## src/rtl/gf180mcu_fd_sc_mcu9t5v0__rstgen.sv

```systemverilog
// Reset generator: async assert, CLK-synchronous release after a hold,
// plus a software-reset request/acknowledge path.
module gf180mcu_fd_sc_mcu9t5v0__rstgen #(
    parameter int SYNC_STAGES = 2,
    parameter int HOLD_CYCLES = 16,
    parameter int CNT_W       = 5
) (
    input  logic CLK,
    input  logic RN,
    input  logic SWRST_REQ,
    output logic SWRST_ACK,
    output logic RSTN_OUT,
    output logic BUSY
);

    typedef enum logic [2:0] {
        ST_ASSERT,
        ST_SYNC,
        ST_HOLD,
        ST_RUN,
        ST_SWHOLD
    } state_e;

    localparam logic [CNT_W-1:0] CNT_LAST = CNT_W'(HOLD_CYCLES - 1);
    localparam logic [CNT_W-1:0] CNT_ONE  = CNT_W'(1);

    if (SYNC_STAGES < 2 || SYNC_STAGES > 4) begin : g_bad_sync
        $error("rstgen: SYNC_STAGES must be 2..4");
    end

    if (HOLD_CYCLES < 1 || HOLD_CYCLES > (2 ** CNT_W) - 1) begin : g_bad_hold
        $error("rstgen: HOLD_CYCLES must be 1..2^CNT_W-1");
    end

    state_e                 state_q, state_d;
    logic [SYNC_STAGES-1:0] sync_q, sync_d;
    logic [CNT_W-1:0]       cnt_q, cnt_d;
    logic                   rstn_q, rstn_d;
    logic                   busy_q, busy_d;
    logic                   ack_q, ack_d;

    always_ff @(posedge CLK or negedge RN) begin
        if (!RN) begin
            state_q <= ST_ASSERT;
            sync_q  <= '0;
            cnt_q   <= '0;
            rstn_q  <= 1'b0;
            busy_q  <= 1'b1;
            ack_q   <= 1'b0;
        end else begin
            state_q <= state_d;
            sync_q  <= sync_d;
            cnt_q   <= cnt_d;
            rstn_q  <= rstn_d;
            busy_q  <= busy_d;
            ack_q   <= ack_d;
        end
    end

    // The chain advances on the same edge the last stage turns 1, so HOLD
    // starts at edge SYNC_STAGES and release lands on SYNC_STAGES+HOLD_CYCLES.
    always_comb begin
        state_d = state_q;
        sync_d  = sync_q;
        cnt_d   = cnt_q;
        ack_d   = 1'b0;
        unique case (state_q)
            ST_ASSERT, ST_SYNC: begin
                sync_d  = {sync_q[SYNC_STAGES-2:0], 1'b1};
                cnt_d   = '0;
                state_d = sync_d[SYNC_STAGES-1] ? ST_HOLD : ST_SYNC;
            end
            ST_HOLD: begin
                if (cnt_q == CNT_LAST) begin
                    state_d = ST_RUN;
                    cnt_d   = '0;
                end else begin
                    cnt_d = cnt_q + CNT_ONE;
                end
            end
            ST_RUN: begin
                if (SWRST_REQ) begin
                    state_d = ST_SWHOLD;
                    cnt_d   = '0;
                end
            end
            ST_SWHOLD: begin
                if (cnt_q == CNT_LAST) begin
                    state_d = ST_RUN;
                    cnt_d   = '0;
                    ack_d   = 1'b1;
                end else begin
                    cnt_d = cnt_q + CNT_ONE;
                end
            end
            default: begin
                state_d = ST_ASSERT;
                sync_d  = '0;
                cnt_d   = '0;
            end
        endcase
        rstn_d = (state_d == ST_RUN);
        busy_d = !rstn_d;
    end

    assign RSTN_OUT  = rstn_q;
    assign BUSY      = busy_q;
    assign SWRST_ACK = ack_q;

endmodule

```

## config.mk

```make
export PLATFORM = sky130hd
export DESIGN_NAME = gf180mcu_fd_sc_mcu9t5v0__rstgen
export DESIGN_NICKNAME = d
export VERILOG_FILES = /design/src/rtl/gf180mcu_fd_sc_mcu9t5v0__rstgen.sv
export SDC_FILE = /design/constraint.sdc
export NUM_CORES = 1
export LEC_CHECK = 0
export ABC_CLOCK_PERIOD_IN_PS = 1400
export CAP_MARGIN = 5
export CORE_AREA = 2 2 39 41
export DETAILED_ROUTE_END_ITERATION = 8
export DIE_AREA = 0 0 41 43
export PLACE_DENSITY = 0.76
export SLEW_MARGIN = 15
export SYNTH_ARGS = -nofsm -noshare
export SYNTH_HDL_FRONTEND = slang
export SYNTH_SLANG_ARGS = --single-unit
```

## constraint.sdc

```tcl
create_clock -name CLK -period 1.4 [get_ports CLK]
set_input_delay 0.21 -clock CLK [delete_from_list [all_inputs] [get_ports CLK]]
set_output_delay 0.21 -clock CLK [all_outputs]
set_load 0.005 [all_outputs]
```

==> key figures, run 1 <==
Power and ir drop
  – Max VDD drop: 752 uV
  – Pwr dens: 1910 mW/mm^2
  – Power after layout: 1.37 mW
  – LEAKAGE: 0.327 nW

Critical path
  – WS Path Type: flip-flop to flip-flop
  – Critical Path Source Type: flip-flop
  – Critical-path top delay cell: dfrtp_1
  – Delay of the slowest critical-path stage: 0.38 ns
  – CP Data Required Time: 1.59 ns
  – Critical Path Fanout Max: 4
  – Worst setup path start: cnt_q[0]
  – CP top delay family: compound AO/OA/AOI/OAI gates
  – Origin of the critical flop-to-flop path: cnt_q[0]
  – CP bufs+invs: 1
  – CP Cell Sequence: ha_1 -> buf_4 -> nand4b_1 -> o211a_1 -> o31ai_2
  – Arrival time of the worst setup path: 1.51 ns
  – CP endpoint kind: flip-flop

Clocking
  – CTS hold repair buffers: 0
  – H-tree level count: 1
  – Bufs on Longest Clock Path: 2
  – CTS Buf Count: 3
  – Clock Latency Late Sink: 0.27 ns
  – Clk sink count: 12
  – Clock Tree Root: clkbuf_4
  – CTS tree: done
  – Clock slew at reported path FFs: 0.08 ns

Placement
  – Dpl cell area: 656 sq um
  – Port buffer count: 5
  – GPL Wtd Cong: 0.849
  – Final HPWL DP: 791 microns
  – Placed cells: 74

Routing
  – DR vias: 447
  – WL final: 1170 microns
  – Drt first pass iters: 4
  – Starting DRT DRC Count: 8
  – Via density: 5.59
  – DR DRC count: 0
  – Remaining antenna violation count: 0
  – WL/cell: 14.7 microns

Synthesis
  – FFs w/ async S/R, synth: 1.00
  – Post-synth net total: 55
  – Syn. warnings: 0
  – Distinct cells, synth: 29
  – Post-synthesis sequential area ratio: 0.529
  – Yosys reg bits: 12
  – Yosys top cell by area: dfrtp_1
  – Most common flop cell mapped by yosys: dfrtp_1
  – Synthesized area: 571 sq um
  – Largest cells by area after synthesis: dfrtp_1 (48%), dfstp_2 (4.6%), o31ai_1 (3.9%)
  – Post-synth top area share: 0.482
  – Mean Syn Cell Area: 11.2 sq um
  – EDFF count, synth: 0
  – Mapped Cells: 51

STA
  – Final Hold Viols: 0
  – Unrepaired setup endpoints after global routing: false
  – Worst-margin pin slew: 0.518 ns
  – Clock skew: 0.00797 ns
  – Period utilisation layout: 0.944
  – Post-layout min period: 1.32 ns
  – Slew HR: 0.653
  – Max Freq: 757 MHz
  – Number of setup violations in the final report: 0
  – TNS Setup: 0 ns
  – Max-slew violations: 0

Die
  – DIE WIDTH: 41 microns
  – Initial Utilization: 0.412
  – Core Region: 0.00138 sq mm
  – Die area: 0.00176 sq mm
  – Overall die height: 43 microns
  – # rows: 14
  – I/O pins: 6

GRT
  – Total GRT Usage: 0.172
  – Initial antenna violation count: 0
  – Largest net degree at the start of global routing: 13
  – First-pass GRT wire length: 1970 microns
  – Vias in the first global route: 441
  – Overflow after GRT: 0

Layout
  – Fin nets: 69
  – Final non-filler cell area: 714 sq um
  – P&R area growth vs syn: 25.2%
  – Non-filler instance count after layout: 80
  – Number of diodes: 0
  – Most frequent cells in the layout: dfrtp_1 (10), buf_4 (6), clkdlybuf4s50_1 (4)
  – Layout cells sized above 1: 0.250
  – Commonest non-fill, non-tap cell in the layout: dfrtp_1

Job
  – Reported max-cap violation count: 0

Status
  – Status: complete, no violations

Hold path
  – Worst min path class: input pin to asynchronous set/reset pin
[cell usage after synthesis, drive strengths merged (2+ instances only)]
cell / n
dfrtp: 11
inv: 3
nor2: 3
o31ai: 3
a22o: 2
nand2: 2
nand3: 2
nor3: 2
o21a: 2
o21ai: 2
[logic make-up after synthesis]
kind of cell | Yosys count | synth area share
AO/OA/AOI/OAI | 14 | 0.186
XOR/XNOR | 1 | 0.0154
adder cells (fa/ha/maj) | 1 | 0.0219
buffers and inverters | 5 | 0.0460
flip-flops | 12 | 0.529
multiplexers | 1 | 0.0197
AND/OR/NAND/NOR | 17 | 0.182
[worst register-to-register path, stage by stage, from the launching register on]
cell	delay, ns
dfrtp_1	0.38
ha_1	0.18
buf_4	0.12
nand4b_1	0.13
o211a_1	0.25
o31ai_2	0.17
[metrics by stage]
step,setup WS [ns],utilization,hold slack [ns]
floorplan,0.0581,-,-0.0856
global placement,0.0346,0.474,0.487
global route,0.0116,0.516,0.322
CTS,0.0392,0.497,0.291
detailed placement,-0.0459,0.474,0.493
finish,0.0788,0.516,0.273
[final timing paths]
| path | to | slack, ns | cells after the start |
|---|---|---|---|
| max in group asynchronous | state_q[0] | 0.75 | 1 |
| min in group CLK | sync_q[0] | 0.52 | 2 |
| worst max-delay path | state_q[0] | 0.08 | 5 |
| worst min-delay path | SWRST_ACK | 0.27 | 1 |
| worst min register to register | sync_q[0] | 0.52 | 2 |
| worst max register to register | state_q[0] | 0.08 | 5 |
[what timing repair did]
| item | 4_1_cts | 5_1_grt |
|---|---|---|
| pin swaps | 2 | 0 |
| setup buffers | 0 | 2 |
| resized for setup | 2 | 3 |
| endpoints found under the hold margin | 0 | 0 |
| setup endpoints to repair | 2 | 4 |
[where the power goes]
part | switching (mW) | leakage [nW] | internal (mW)
Combinational | 0.281 | 0.161 | 0.308
Clock | 0.114 | 0.0150 | 0.110
Sequential | 0.103 | 0.151 | 0.451
[flip-flops by register name (all words and copies together), names as in the netlist]
register / cells
cnt_q: 5
sync_q: 1
state_q: 3
SWRST_ACK: 1
RSTN_OUT: 1
BUSY: 1
[per-layer routing]
metal  vias to the layer above  GRT usage  share of wire
met5                         -          0              0
met4                         0      0.120          0.012
met3                         2     0.0471          0.041
met2                        13      0.247           0.52
met1                       215      0.212           0.43
li1                        217          -              -
[area by class of cell]
cell class | count | area, sq um
Clock buffer | 4 | 26.3
Inverter | 3 | 11.3
Fill cell | 133 | 669
Timing Repair Buffer | 11 | 93.8
Multi-Input combinational cell | 34 | 260
Sequential cell | 12 | 303
Tap cell | 16 | 20.0
No activity file was read; power rests on OpenSTA's default activity.
==> run 2, diff against run 1 <==
- ABC_CLOCK_PERIOD_IN_PS: 1400 -> default
==> results of run 2 <==
The final DEF is identical to that of run 1; final timing and power are the same.
